[src/rtl/tff_pkg.sv]
// Shared definitions for the toggle-flop bank: opcodes and the D/T-to-toggle-mask helper.
// The helper works on 64-bit operands so any bank width up to 64 can slice its result.
package tff_pkg;

  typedef logic [1:0] tff_op_t;

  localparam tff_op_t TFF_OP_LOAD    = 2'b00;
  localparam tff_op_t TFF_OP_TOGGLE  = 2'b01;
  localparam tff_op_t TFF_OP_RESTORE = 2'b10;
  localparam tff_op_t TFF_OP_NOP     = 2'b11;

  localparam int TFF_MAX_W = 64;

  function automatic logic [TFF_MAX_W-1:0] tff_mask(
    input tff_op_t              op,
    input logic [TFF_MAX_W-1:0] data,
    input logic [TFF_MAX_W-1:0] q,
    input logic [TFF_MAX_W-1:0] rst
  );
    logic [TFF_MAX_W-1:0] t;
    case (op)
      TFF_OP_LOAD:    t = data ^ q;
      TFF_OP_TOGGLE:  t = data;
      TFF_OP_RESTORE: t = q ^ rst;
      default:        t = '0;
    endcase
    return t;
  endfunction

endpackage

[src/rtl/tff_popcount.sv]
// Combinational population count: number of set bits in a WIDTH-bit vector.
module tff_popcount #(
  parameter int WIDTH = 8,
  parameter int OUT_W = $clog2(WIDTH + 1)
) (
  input  logic [WIDTH-1:0] bits,
  output logic [OUT_W-1:0] count
);

  always_comb begin
    count = '0;
    for (int i = 0; i < WIDTH; i++) begin
      count = count + OUT_W'(bits[i]);
    end
  end

endmodule

[src/rtl/tff_toggle_bank.sv]
// Register bank of toggle flops: commands become per-bit toggle masks applied to Q,
// with each applied mask reported downstream and a saturating toggle-activity count.
module tff_toggle_bank
  import tff_pkg::*;
#(
  parameter int               WIDTH     = 8,
  parameter logic [WIDTH-1:0] RESET_VAL = '0,
  parameter int               CNT_W     = 16
) (
  input  logic             C,
  input  logic             R,
  input  logic             in_valid,
  output logic             in_ready,
  input  logic [1:0]       in_op,
  input  logic [WIDTH-1:0] in_data,
  output logic [WIDTH-1:0] Q,
  output logic             res_valid,
  input  logic             res_ready,
  output logic [WIDTH-1:0] res_mask,
  output logic [WIDTH-1:0] res_q,
  input  logic             act_clr,
  output logic [CNT_W-1:0] act_cnt
);

  localparam int PC_W = $clog2(WIDTH + 1);

  logic             a_valid_reg;
  tff_op_t          a_op_reg;
  logic [WIDTH-1:0] a_data_reg;
  logic [WIDTH-1:0] q_reg;
  logic             res_valid_reg;
  logic [WIDTH-1:0] res_mask_reg;
  logic [WIDTH-1:0] res_q_reg;
  logic [CNT_W-1:0] act_cnt_reg;

  logic                 advance;
  logic                 accept;
  logic [TFF_MAX_W-1:0] t_wide;
  logic [WIDTH-1:0]     t_mask;
  logic [PC_W-1:0]      t_pop;
  logic [CNT_W:0]       cnt_sum;
  logic [CNT_W-1:0]     cnt_next;

  assign advance = a_valid_reg && (!res_valid_reg || res_ready);
  assign in_ready = !a_valid_reg || advance;
  assign accept = in_valid && in_ready;

  // Compute and apply share a stage, so the mask always sees the latest Q.
  assign t_wide = tff_mask(a_op_reg, TFF_MAX_W'(a_data_reg), TFF_MAX_W'(q_reg),
                           TFF_MAX_W'(RESET_VAL));
  assign t_mask = t_wide[WIDTH-1:0];

  tff_popcount #(
    .WIDTH (WIDTH),
    .OUT_W (PC_W)
  ) u_popcount (
    .bits  (t_mask),
    .count (t_pop)
  );

  assign cnt_sum  = {1'b0, act_cnt_reg} + (CNT_W + 1)'(t_pop);
  assign cnt_next = cnt_sum[CNT_W] ? {CNT_W{1'b1}} : cnt_sum[CNT_W-1:0];

  always_ff @(posedge C or negedge R) begin
    if (!R) begin
      a_valid_reg <= 1'b0;
      a_op_reg    <= TFF_OP_NOP;
      a_data_reg  <= '0;
    end else if (accept) begin
      a_valid_reg <= 1'b1;
      a_op_reg    <= tff_op_t'(in_op);
      a_data_reg  <= in_data;
    end else if (advance) begin
      a_valid_reg <= 1'b0;
    end
  end

  // Bank flops: explicit toggle update so they map onto T-flop cells.
  always_ff @(posedge C or negedge R) begin
    if (!R) begin
      q_reg <= RESET_VAL;
    end else if (advance) begin
      q_reg <= q_reg ^ t_mask;
    end
  end

  always_ff @(posedge C or negedge R) begin
    if (!R) begin
      res_valid_reg <= 1'b0;
      res_mask_reg  <= '0;
      res_q_reg     <= RESET_VAL;
    end else if (advance) begin
      res_valid_reg <= 1'b1;
      res_mask_reg  <= t_mask;
      res_q_reg     <= q_reg ^ t_mask;
    end else if (res_ready) begin
      res_valid_reg <= 1'b0;
    end
  end

  always_ff @(posedge C or negedge R) begin
    if (!R) begin
      act_cnt_reg <= '0;
    end else if (act_clr) begin
      act_cnt_reg <= '0;
    end else if (advance) begin
      act_cnt_reg <= cnt_next;
    end
  end

  assign Q         = q_reg;
  assign res_valid = res_valid_reg;
  assign res_mask  = res_mask_reg;
  assign res_q     = res_q_reg;
  assign act_cnt   = act_cnt_reg;

endmodule

[config.mk]
export PLATFORM = sky130hd
export DESIGN_NAME = tff_toggle_bank
export DESIGN_NICKNAME = d
export VERILOG_FILES = /design/src/rtl/tff_pkg.sv /design/src/rtl/tff_popcount.sv /design/src/rtl/tff_toggle_bank.sv
export SDC_FILE = /design/constraint.sdc
export NUM_CORES = 1
export LEC_CHECK = 0
export ABC_CLOCK_PERIOD_IN_PS = 5700
export BUFFER_PORTS_ARGS = -buffer_cell sky130_fd_sc_hd__buf_2
export CAP_MARGIN = 20
export CORE_UTILIZATION = 54
export DETAILED_ROUTE_END_ITERATION = 7
export GPL_ROUTABILITY_DRIVEN = 1
export PLACE_DENSITY = 0.8
export SLEW_MARGIN = 20
export SYNTH_ARGS = -nofsm -noshare
export SYNTH_HDL_FRONTEND = slang
export SYNTH_SLANG_ARGS = --single-unit
[constraint.sdc]
create_clock -name C -period 5.7 [get_ports C]
set_clock_uncertainty 0.1 [all_clocks]
set_input_delay 0.855 -clock C [delete_from_list [all_inputs] [get_ports C]]
set_output_delay 0.855 -clock C [all_outputs]
set_load 0.01 [all_outputs]
**After elaboration in Yosys (flattened, before gate mapping)**

Cells that the tools add are included.

- Register bits after elaboration: 44
- Bits in latches: 0
- RAM bits: 0
- Memory bits (read-only): 0
- Bits of input ports: 15
- Output and inout bits: 42
- Logic and storage cells: 37
- Memories: 0

- Add/sub/neg operators: 8
- Multiply operators: 0
- Divide/modulo/power cells: 0
- $lt $le $gt $ge: 0
- Eq/ne operators: 2
- Shift-type cells: 0
- Mux-type cells: 8
- Bitwise operators: 2
- Reductions and logical operators: 10

Operators with widths:

| kind | count |
|---|---|
| 2-to-1 mux 16 bit | 3 |
| adder 4 x 1 -> 4 bit | 6 |
| one-hot mux 8 bit (3 select lines) | 1 |
| adder 16 x 4 -> 17 bit | 1 |
| XOR 8 bit | 2 |
| nonzero test 2 bit | 3 |
| 2-to-1 mux 1 bit | 4 |
| adder 1 x 1 -> 2 bit | 1 |
| equality test 2 x 1 -> 1 bit (second input constant) | 1 |
| equality test 2 bit (second input constant) | 1 |
| logical AND 1 bit | 2 |
| zero test 1 bit | 2 |
| zero test 2 bit | 1 |
| logical OR 1 bit | 2 |

**Longest topological paths before layout**

- Depth in word-level cells: 13
- Gate-level depth with buffers: 15
- Mapped depth without buffers: 15

**Hierarchy**

A second synthesis with hierarchy kept.

- Cells, all modules: 235
- Area, all modules: 2531.2 µm²

Modules (own cells, without submodules):

| module | times used | cells each | area an instance (µm²) | sequential area each (µm²) |
|---|---|---|---|---|
| tff_toggle_bank | 1 | 211 | 2341.0 | 1103.6 |
| tff_popcount | 1 | 24 | 190.2 | 0.0 |

**Least setup slack after synthesis**

No wires, ideal clock.

- Kind: reg-to-reg
- Start point: register a_op_reg[1]
- End point: register act_cnt_reg[1] (netlist: act_cnt[1])
- Library setup time: 0.099 ns
- Arrival: 4.201 ns
- Required time: 5.501 ns
- Setup slack: 1.300 ns
- Stages on the path, launching flop included: 14
- Path buffers: 0
- Clock period less this slack: 4.400 ns
- Cell sequence: dfstp_2 nand2b_1 xnor2_1 ha_1 inv_1 fa_1 fa_1 fa_1 fa_1 fa_1 nand2b_1 a21oi_2 nand3_4 a311oi_1

- Cells in the longest elaborated chain, start to end: 13
- Elaborated cells on any way between the ends: 15
- Those cells by class: add/sub: 8; eq/ne: 2; mux: 4; reduce/logical: 1

Ends and longest elaborated chain:

| element | line | source |
|---|---|---|
| from (decl) | tff_toggle_bank.sv:28 | `tff_op_t a_op_reg;` |
| from (signal assigned) | tff_toggle_bank.sv:71 | `a_op_reg <= tff_op_t'(in_op);` |
| equality test 2 bit, or another cell as far along | tff_pkg.sv:21 | `case (op)` |
| one-hot mux 8 bit (3 select lines) (*) | tff_pkg.sv:21 |  |
| net t_wide[0] | tff_toggle_bank.sv:38 | `logic [TFF_MAX_W-1:0] t_wide;` |
| adder 1 x 1 -> 2 bit (*) | tff_popcount.sv:13 | `count = count + OUT_W'(bits[i]);` |
| adder 4 x 1 -> 4 bit (*) (6 in a row) | tff_popcount.sv:13 |  |
| adder 16 x 4 -> 17 bit (*) | tff_toggle_bank.sv:61 | `assign cnt_sum = {1'b0, act_cnt_reg} + (CNT_W + 1)'(t_pop);` |
| 2-to-1 mux 16 bit (*) | tff_toggle_bank.sv:62 | `assign cnt_next = cnt_sum[CNT_W] ? {CNT_W{1'b1}} : cnt_sum[CNT_W-1:0];` |
| 2-to-1 mux 16 bit (*) | tff_toggle_bank.sv:106 | `end else if (advance) begin` |
| 2-to-1 mux 16 bit (*) | tff_toggle_bank.sv:104 | `end else if (act_clr) begin` |
| to (signal assigned) | tff_toggle_bank.sv:107 | `act_cnt_reg <= cnt_next;` |
| to (decl) | tff_toggle_bank.sv:34 | `logic [CNT_W-1:0] act_cnt_reg;` |

The timed path passes the listed nets; every way through them passes the cells marked *. The select of a mux whose other input is x is not followed.
A chain may end at the register's enable or synchronous reset.

**Worst setup path in the final report**

- Start point: register a_op_reg[1]
- End point: register act_cnt_reg[10] (netlist: act_cnt[10])

The elaborated chain is that of the path after synthesis.

==> flow_summary.json <==
{
  "status": "finished clean",
  "fp.coreArea_sq_um": 4380,
  "internal-power_uw": 891,
  "routed_via_density": 5.56,
  "finalCoreUtilization_pct": 64.4,
  "synth.most_common_cell": "dfrtp_1",
  "period_needed_ns": 4.83,
  "grt_pass1_wl_microns": 8480,
  "die_area_sq_um": 4860,
  "die_w_microns": 69.7,
  "synth_top_cell_area_share_pct": 42.5,
  "routed-via-count": 1797,
  "htreeDepth": 2,
  "cts_root_buf": "clkbuf_8",
  "ys_async_sr_fraction_pct": 100,
  "crit_type": "flip-flop to flip-flop",
  "largest_register_ffs": 16,
  "tns_ns": 0,
  "grt_pass1_vias": 1796,
  "start_util_pct": 56.4,
  "cts_hold_buffers": 0,
  "dp_hpwl_microns": 3540,
  "maxCapViolCount": 0,
  "rsz0062_at_grt": "false",
  "cp-start-kind": "flip-flop",
  "finalMaxSlewViolations": 0,
  "swShare_pct": 41.1,
  "antenna_found_initial": 0,
  "drt_iter0_markers": 103,
  "period_share_pct": 84.8,
  "synth_edf_count": 0,
  "clkLatencyLatePin_ns": 0.29,
  "switching_power_uw": 621,
  "wire_per_inst_microns": 15.0,
  "required_ns": 5.78,
  "final_cell_count_no_fill": 323,
  "min_path_type": "flip-flop to flip-flop",
  "ir_drop_v": 0.000310,
  "placed_cells": 315,
  "fmax_mhz": 207,
  "worst_pin_slew_ns": 0.784,
  "critPathLaunch": "a_op_reg[1]$_DFFE_PN1P_",
  "drive_gt1_share_pct": 32.5,
  "critPathCaptureType": "flip-flop",
  "yosys_warnings": 0,
  "clockPowerShare_pct": 14.1,
  "grt_max_degree": 45,
  "cts_tree": "done",
  "finalHoldViolations": 0,
  "crit_fanout": 9,
  "first_pass_iters": 4,
  "synth_area_sq_um": 2470,
  "ant_nets": 0,
  "numCtsBuffers": 5,
  "port-buffer-count": 56,
  "powerDensity_nw_per_um2": 535,
  "ys_types": 39,
  "seqPwrFrac_pct": 30.3,
  "syn-mean-instance-area_sq_um": 11.2,
  "synth_flop_cell": "dfrtp_1",
  "synthTopCellsByCount": "dfrtp_1 (42), nor2_1 (16), nor2b_1 (16)",
  "relSlewSlack_pct": 47.5,
  "power_mw": 1.51,
  "ctsLongestPathBuffers": 2,
  "grt_usage_pct": 21.8,
  "finalSetupViolCount": 0,
  "fin_nets": 297,
  "synth_nets": 247,
  "combPwrFrac_pct": 55.6,
  "antenna_cells": 0,
  "gp_congestion": 0.837,
  "worst_ep_arrival_time_ns": 4.91,
  "p_leak_nw": 1.37,
  "ys_seq_area_share_pct": 44.6,
  "path_clk_slew_ns": 0.08,
  "num_rows": 24,
  "cts_sinks": 44,
  "synth_top_area_cell": "dfrtp_1",
  "cts_resized": 0,
  "die_h_microns": 69.7,
  "synth_area_leaders": "dfrtp_1 (42%), mux2_2 (4.6%), fa_1 (4.0%)",
  "hp-start": "res_mask[0]$_DFFE_PN0P_",
  "cts_setup_buffers": 0,
  "synth.ff_latch_count": 44,
  "area.growth.synth_to_final_pct": 14.2,
  "route.detailed.drc": 0,
  "r2r-start": "a_op_reg[1]$_DFFE_PN1P_",
  "drt-total-wl_microns": 4850,
  "io-pin-count": 57,
  "synthCells": 220,
  "grt-ovfl-total": 0
}
## cell usage in the layout, fill, tap and decap left out, drive strengths merged, types with 3 or more instances in the layout
master	instances
a21oi	5
a21o	10
xor2	10
nand2b	5
fa	5
buf	56
inv	11
mux2	10
nand3	6
nand2	5
xnor2	9
nor3	6
dfrtp	42
a311oi	11
and2	7
a211oi	4
ha	7
a31oi	7
a41oi	3
clkbuf	8
nor2	16
nor2b	16
and3	3
## power groups by stage
stage / logic, mW / registers (mW) / clock network, mW
detailed placement: 0.839 / 0.465 / 0
global route: 0.949 / 0.470 / 0.232
finish: 0.840 / 0.458 / 0.213
floorplan: 0.620 / 0.484 / 0
global placement: 0.809 / 0.463 / 0
CTS: 0.847 / 0.459 / 0.218
## metrics by stage
stage	hold slack, ns	area (sq um)	setup slack [ns]
2_1_floorplan	0.371	2470	1.30
6_report	0.377	2830	0.867
5_1_grt	0.392	2830	0.602
3_5_place_dp	0.361	2720	0.877
4_1_cts	0.379	2820	0.877
3_3_place_gp	0.355	2720	1.10
## final timing paths
path / endpoint / slack [ns] / cells after the start
setup / recovery: act_cnt[10]$_DFFE_PN0P_ / 0.87 / 13
hold / removal: res_mask[0]$_DFFE_PN0P_ / 0.38 / 1
setup reg to reg: act_cnt[10]$_DFFE_PN0P_ / 0.87 / 13
hold reg to reg: res_mask[0]$_DFFE_PN0P_ / 0.38 / 1
max in group asynchronous: a_op_reg[0]$_DFFE_PN1P_ / 4.67 / 1
min in group asynchronous: act_cnt[3]$_DFFE_PN0P_ / 0.45 / 1
## routing by layer
| layer | track usage, % | up-vias | share of wire, % |
|---|---|---|---|
| li1 | - | 864 | - |
| met1 | 29.8 | 873 | 47 |
| met2 | 35.0 | 51 | 48 |
| met3 | 3.92 | 9 | 3.9 |
| met4 | 8.00 | 0 | 1.4 |
| met5 | 0 | - | 0 |
## worst max-delay path, cell delays in order (launching register included)
cell      delay [ns]
dfstp_2         0.61
nand2b_1        0.14
xnor2_1         0.14
ha_1            0.26
inv_1           0.06
fa_1            0.43
fa_1            0.46
fa_1            0.42
fa_1            0.49
fa_1            0.44
nand2b_1        0.19
a21oi_2         0.43
nand3_4         0.19
a311oi_1        0.37
## cell type report
class                           instances  area (sq um)
Multi-Input combinational cell        152          1230
Fill cell                             374          1560
Sequential cell                        44          1100
Inverter                               11          41.3
Timing Repair Buffer                   56           283
Tap cell                               52          65.1
Clock buffer                            8           100
## cell families after synthesis
family	share of synthesized area, %
simple gates	17.1
compound gates	13.8
flops	44.6
buf+inv	5.61
xor+xnor	6.72
fa+ha+maj	7.58
mux	4.55
(Power assumes the default switching activity.)
